`src/rtl/life_pkg.sv`:
```
// Shared definitions for the life-like cell family: state codes, common
// 8-neighbour rule masks and the neighbour-count width helper.
package life_pkg;

    localparam int S_DEAD  = 0;
    localparam int S_ALIVE = 1;

    typedef struct packed {
        logic [8:0] birth;
        logic [8:0] survive;
    } rule8_t;

    // Bit k of a mask corresponds to k live neighbours.
    localparam rule8_t RULE_B3S23  = '{birth: 9'b0_0000_1000, survive: 9'b0_0000_1100};
    localparam rule8_t RULE_B36S23 = '{birth: 9'b0_0100_1000, survive: 9'b0_0000_1100};

    function automatic int count_width(input int n_neighbors);
        return $clog2(n_neighbors + 1);
    endfunction

endpackage

```
`src/rtl/life_cell_gen_popcount_n.sv`:
```
// Generic population count; the result width holds the full range 0..N.
module popcount_n #(
    parameter int N = 8
) (
    input  logic [N-1:0]           bits,
    output logic [$clog2(N+1)-1:0] count
);

    localparam int W = $clog2(N + 1);

    // Ripple sum of all input bits.
    always_comb begin
        count = '0;
        for (int i = 0; i < N; i++) begin
            count = count + W'(bits[i]);
        end
    end

endmodule

```
`src/rtl/life_cell_gen.sv`:
```
// Life-like cell with runtime birth/survive masks, Generations-style decay,
// a saturating age counter and registered birth/death pulses.
module life_cell_gen
    import life_pkg::*;
#(
    parameter int N_NEIGHBORS = 8,
    parameter int N_STATES    = 2,
    parameter int AGE_W       = 8
) (
    input  logic                                 clk,
    input  logic                                 rst,
    input  logic                                 ena,
    input  logic                                 state_0,
    input  logic [N_NEIGHBORS:0]                 birth_mask,
    input  logic [N_NEIGHBORS:0]                 survive_mask,
    input  logic [N_NEIGHBORS-1:0]               neighbors,
    output logic [((N_STATES > 2) ? $clog2(N_STATES) : 1)-1:0] state_d,
    output logic [((N_STATES > 2) ? $clog2(N_STATES) : 1)-1:0] state_q,
    output logic                                 alive_q,
    output logic [AGE_W-1:0]                     age_q,
    output logic                                 born_q,
    output logic                                 died_q
);

    localparam int CW = count_width(N_NEIGHBORS);
    localparam int SW = (N_STATES > 2) ? $clog2(N_STATES) : 1;
    localparam logic [AGE_W-1:0] AGE_MAX = {AGE_W{1'b1}};

    logic [CW-1:0]    count_s;
    logic [AGE_W-1:0] age_next_s;
    logic             born_s;
    logic             died_s;

    popcount_n #(.N(N_NEIGHBORS)) u_popcount (
        .bits  (neighbors),
        .count (count_s)
    );

    // Next-state rule: masks only matter in the dead and alive states.
    always_comb begin
        state_d = SW'(S_DEAD);
        if (state_q == SW'(S_DEAD)) begin
            state_d = birth_mask[count_s] ? SW'(S_ALIVE) : SW'(S_DEAD);
        end else if (state_q == SW'(S_ALIVE)) begin
            if (survive_mask[count_s]) begin
                state_d = SW'(S_ALIVE);
            end else if (N_STATES == 2) begin
                state_d = SW'(S_DEAD);
            end else begin
                state_d = SW'(2);
            end
        end else if (int'(state_q) < N_STATES - 1) begin
            state_d = state_q + SW'(1);
        end else begin
            // Last dying state and unused encodings both fall back to dead.
            state_d = SW'(S_DEAD);
        end
    end

    // Age and event decode for the step being taken.
    always_comb begin
        born_s     = (state_q == SW'(S_DEAD))  && (state_d == SW'(S_ALIVE));
        died_s     = (state_q == SW'(S_ALIVE)) && (state_d != SW'(S_ALIVE));
        age_next_s = '0;
        if ((state_q == SW'(S_ALIVE)) && (state_d == SW'(S_ALIVE))) begin
            age_next_s = (age_q == AGE_MAX) ? AGE_MAX : age_q + AGE_W'(1);
        end else begin
            age_next_s = '0;
        end
    end

    // State, age and event registers; reset wins over ena.
    always_ff @(posedge clk) begin
        if (rst) begin
            state_q <= SW'(state_0);
            alive_q <= state_0;
            age_q   <= '0;
            born_q  <= 1'b0;
            died_q  <= 1'b0;
        end else if (ena) begin
            state_q <= state_d;
            alive_q <= (state_d == SW'(S_ALIVE));
            age_q   <= age_next_s;
            born_q  <= born_s;
            died_q  <= died_s;
        end else begin
            born_q  <= 1'b0;
            died_q  <= 1'b0;
        end
    end

endmodule

```
`config.mk`:
```
export PLATFORM = sky130hd
export DESIGN_NAME = life_cell_gen
export DESIGN_NICKNAME = d
export VERILOG_FILES = /design/src/rtl/life_pkg.sv /design/src/rtl/life_cell_gen_popcount_n.sv /design/src/rtl/life_cell_gen.sv
export SDC_FILE = /design/constraint.sdc
export NUM_CORES = 1
export LEC_CHECK = 0
export CAP_MARGIN = 20
export CORE_UTILIZATION = 46
export DETAILED_ROUTE_END_ITERATION = 8
export PLACE_DENSITY = 0.84
export SLEW_MARGIN = 30
export SYNTH_ARGS = -nofsm -noshare
export SYNTH_HDL_FRONTEND = slang
export SYNTH_SLANG_ARGS = --single-unit
```
`constraint.sdc`:
```
create_clock -name clk -period 10.26 [get_ports clk]
set_clock_uncertainty 0.1 [all_clocks]
set_input_delay 2.052 -clock clk [delete_from_list [all_inputs] [get_ports clk]]
set_output_delay 2.052 -clock clk [all_outputs]
set_load 0.05 [all_outputs]
```
# [Word-level counts from Yosys, hierarchy flattened]
# Index checks and enable logic that the tools add are counted.
[totals] register_bits=11 elab_cells=33
[op_classes] addsub=8 magnitude_cmp=1 n_eq_ne=1 mux=11 bitwise=3 reduce_logical=5
[ops] op="$add A4 B1 Y4" count=6
[ops] op="$mux W8" count=2
[ops] op="$add A8 B1 Y8 const B" count=1
[ops] op="$bmux W1 S4" count=2
[ops] op="$eq A8 B8 Y1 const B" count=1
[ops] op="$mux W1" count=7
[ops] op="$lt A4 B5 Y1 const B" count=1
[ops] op="$logic_and A1 B1 Y1" count=3
[ops] op="$not A1 Y1" count=3
[ops] op="$add A1 B1 Y2" count=1
[ops] op="$reduce_bool A2 Y1" count=1
[ops] op="$reduce_or A2 Y1" count=1

# [Longest topological paths before layout]
[logic_depth] ltp_word=13 depth_mapped=13

# [Modules after synthesis]
# From an unflattened synthesis, not the netlist that was laid out.
[unflattened] hier_cells=115 area_unflattened_um2=967.2
[by_module_without_submodules] module="life_cell_gen" instances=1 cells_each=91 area_per_inst_um2=777.0 seq_area_each_um2=230.2
[by_module_without_submodules] module="popcount_n" instances=1 cells_each=24 area_per_inst_um2=190.2 seq_area_each_um2=0.0

# [Least setup slack after synthesis]
# Ideal clock, no wire load.
[synth_timing] path_kind="input -> output" startpoint="in neighbors[0]" endpoint="out state_d" t_arrival_ps=5638 setup_slack_ps=2470 path_stages=12 path_cell_list="ha_1 -> inv_1 -> fa_1 -> fa_1 -> fa_1 -> inv_1 -> fa_1 -> buf_6 -> mux4_1 -> mux2_2 -> o211a_1 -> a311o_1"
[synth_between] elab_chain_len=11
[synth_lines] element="start, declared" line="life_cell_gen.sv:16" text="input logic [N_NEIGHBORS-1:0] neighbors,"
[synth_lines] element="$add A1 B1 Y2 *" line="life_cell_gen_popcount_n.sv:15" text="count = count + W'(bits[i]);"
[synth_lines] element="$add A4 B1 Y4 * (6 in series)" line="life_cell_gen_popcount_n.sv:15"
[synth_lines] element="$bmux W1 S4 (on tied branches)" line="life_cell_gen.sv:43, life_cell_gen.sv:45"
[synth_lines] element="$mux W1 (on tied branches) (2 in series)" line="life_cell_gen.sv:43, life_cell_gen.sv:45"
[synth_lines] element="$mux W1 *" line="life_cell_gen.sv:42" text="if (state_q == SW'(S_DEAD)) begin"
[synth_lines] element="end, declared" line="life_cell_gen.sv:17" text="output logic [((N_STATES > 2) ? $clog2(N_STATES) : 1)-1:0] state_d,"
# Mark *: on every way between the ends. The rest lies on a longest branch, timed or not. The select of a mux whose other input is x is not followed.

# [Final worst setup path]
# Ends and elaborated chain as after synthesis.

==> flow_summary_export.csv <==
group,metric,value,unit
timing,finalSetupViolCount,0,
synth,synth_edf_count,1,
drt,viasPerCell,5.830,
synth,synth.distinct_cells,46,
floorplanning,io_pins,43,
timing,fmax,111.4,MHz
timing,fin_crit,8.978,ns
drt,routed_wl,2.503,mm
setup_path,r2r_cells,3,
grt,grt_pass1_vias,1012,
placement,dp_hpwl,2.000,mm
floorplanning,die_h,49.20,µm
grt,grt_pass1_wl,4.326,mm
drt,num_vias,1061,
hold_path,hold_path_class,"reg2reg",
power_and_ir_drop,powerDensity,159.0,nW/µm²
synth,ys_top_cells_by_area,"dfxtp_1 (20%), fa_1 (7.8%), mux4_1 (5.1%)",
synth,synth_top_area_cell,"dfxtp_1",
drt,drt_iter0_drc,40,
final_layout,nNetsFinal,194,
drt,wl_per_cell,13.75,µm
setup_path,cp.required,8.11,ns
cts,cts_max_path_buffers,2,
hold_path,hold_depth,2,
grt,gr-total-overflow,0,
setup_path,crit_top_cell,"fa_1",
setup_path,r2r-end,"alive_q",
grt,antenna_found_initial,0,
synth,synth_warnings,0,
final_layout,drive_gt1_share,8.387,%
timing,rsz0062_at_grt,"false",
floorplanning,core,2022,µm²
timing,finalMaxSlewViolations,0,
setup_path,worstPathMaxFanout,10,
synth,avgSynthCellArea,8.989,µm²
synth,synth_ff_type,"dfxtp_1",
final_layout,area_growth,43.96,%
timing,period_share,87.51,%
setup_path,r2r-start,"alive_q",
cts,clock-root-buffer,"clkbuf_4",
cts,h-tree-depth,1,
cts,insertion_delay,0.28,ns
placement,portBuffers,42,
synth,post-synth-top-count-cell,"inv_1",
drt,drt_pass1_iterations,4,
grt,gr-usage-met2,40.41,%
setup_path,critPathSlowestCell,"fa_1",
placement,dp_cells,178,
setup_path,slowest_delay,0.74,ns
cts,cts_buffers,3,
floorplanning,die_w,49.20,µm
grt,use_met1,27.10,%
hold_path,worstHoldStart,"age_q[5]",
run,cap_violations,0,
grt,grt_max_degree,12,
grt,top_usage_layer,"met2",
setup_path,path_cells,"clkdlybuf4s50_1 -> ha_1 -> inv_1 -> fa_1 -> fa_1 -> fa_1 -> inv_1 -> fa_1 -> mux4_1 -> mux2_2 -> o211a_1 -> a311o_1 -> clkdlybuf4s50_1",
hold_path,min_to,"age_q[5]",
drt,final_antenna_net_count,0,
timing,tightest_slew,0.6270,ns
grt,track_usage,22.96,%
floorplanning,dieArea,2421,µm²
cts,post_cts_buffers,0,
final_layout,antenna_cells,0,
timing,tns,0,ns
final_layout,instances_no_fill,182,
cts,cts_tree,"built",
synth,async_reset_ff_share,0,%
synth,synthCells,114,
setup_path,end_kind,"output pin",
cts,clock-sinks,11,
synth,seq_area_frac_synth,22.47,%
floorplanning,std_cell_rows,16,
synth,netlist.area_leader.share,19.54,%
synth,ys_ff_latch,11,
synth,synth_nets,152,
synth,ys_top_cells_by_count,"inv_1 (13), dfxtp_1 (10), nand2_1 (9), nor2_1 (7), nand4_1 (5)",
final_layout,fillCellCount,159,
status,status,"complete, no violations",
setup_path,critPathArrivalTime,6.83,ns
cts,path_clk_slew,0.07,ns
floorplanning,start_util,50.68,%
timing,relSlewSlack,58.09,%
power_and_ir_drop,peakVddDrop,0.1447,mV
setup_path,crit_type,"in2out",
cts,postCtsHoldBufs,0,
grt,grtUsageMet3,6.231,%
synth,syn_area,1025,µm²
cts,cts-resized-gates,0,
setup_path,startpoint_type,"input pin",
setup_path,reg2reg_slack,8.53,ns
placement,gp_congestion,0.8486,
drt,drc,0,
timing,hold_viol,0,
power_and_ir_drop,power_leakage,0.0005805,µW
==> layout make-up <==
cell class	instances	area (µm²)	share of cell area, %
Sequential cell	11	230.2	15.61
Clock buffer	4	26.28	1.781
Timing Repair Buffer	42	420.4	28.50
Tap cell	27	33.78	2.290
Multi-Input combinational cell	85	715.7	48.52
Inverter	13	48.80	3.308
==> kinds of logic (layout without fill, tap and decap cells) <==
logic type | count (synthesis) | in the layout | synth area share, %
compound gates | 28 | 28 | 21.86
xor+xnor | 2 | 2 | 1.710
fa+ha+maj | 8 | 8 | 12.70
buf+inv | 18 | 59 | 7.693
flops | 11 | 11 | 22.47
mux | 7 | 7 | 10.74
simple gates | 40 | 40 | 22.83
==> layout by cell type (no fill, tap or decap), types with 2 or more instances in the layout <==
| cell type | instances |
|---|---|
| nand2_1 | 9 |
| mux4_1 | 2 |
| mux2_2 | 2 |
| o21ai_0 | 3 |
| fa_1 | 4 |
| ha_1 | 4 |
| mux2i_1 | 2 |
| dfxtp_1 | 10 |
| nand3_1 | 4 |
| a21oi_1 | 3 |
| a311oi_1 | 2 |
| a31oi_1 | 3 |
| o211a_1 | 2 |
| and2b_4 | 2 |
| clkbuf_4 | 3 |
| clkdlybuf4s50_1 | 42 |
| a32oi_1 | 4 |
| and3_1 | 2 |
| nor2_1 | 7 |
| nand4_1 | 5 |
| o211ai_1 | 3 |
| inv_1 | 13 |
| and4_1 | 2 |
==> worst max-delay path: cells and delay by family <==
kind                       cells  cell delay (ns)
AOI/OAI and AO/OA              2             0.50
adders and majority gates      5             2.14
buffers and inverters          4             1.24
muxes                          2             0.90
==> state kept, by name, indices dropped and copies added (netlist names) <==
name	cells
died_q	1
alive_q	1
born_q	1
age_q	8
==> power by group <==
part | switching (µW) | leakage (µW) | internal [µW]
logic | 81.5 | 0.000474 | 69.0
clock network | 15.3 | 0.0000150 | 15.1
registers | 5.98 | 0.0000910 | 47.6
==> metrics by stage <==
step / power (µW) / instance area, µm² / hold WS (ns) / utilization [%] / worst slack, ns
after floorplan: 168.6 / 1025 / 0.6607 / - / 2.470
after global placement: 200.8 / 1449 / 0.4654 / 71.66 / 1.362
after detailed placement: 204.2 / 1449 / 0.4558 / 71.66 / 1.274
after CTS: 234.8 / 1475 / 0.4783 / 72.96 / 1.260
after global routing: 249.8 / 1475 / 0.5344 / 72.96 / 1.013
final: 234.5 / 1475 / 0.4927 / 72.96 / 1.282
==> how the worst max path moves through the flow <==
| stage | end | slack (ns) | startpoint |
|---|---|---|---|
| 2_1_floorplan | state_d | 2.47 | neighbors[0] |
| 3_3_place_gp | state_d | 1.36 | neighbors[0] |
| 3_5_place_dp | state_d | 1.27 | neighbors[0] |
| 4_1_cts | state_d | 1.26 | neighbors[0] |
| 5_1_grt | state_d | 1.01 | neighbors[0] |
| 6_report | state_d | 1.28 | neighbors[0] |
==> metal layers <==
metal	share of wire (%)	vias up	wire length, µm
met4	1.2	0	31
met1	42	489	1042
li1	-	519	-
met3	6.2	10	156
met5	0	-	0
met2	51	43	1271
Power figures use the tool's default switching activity.
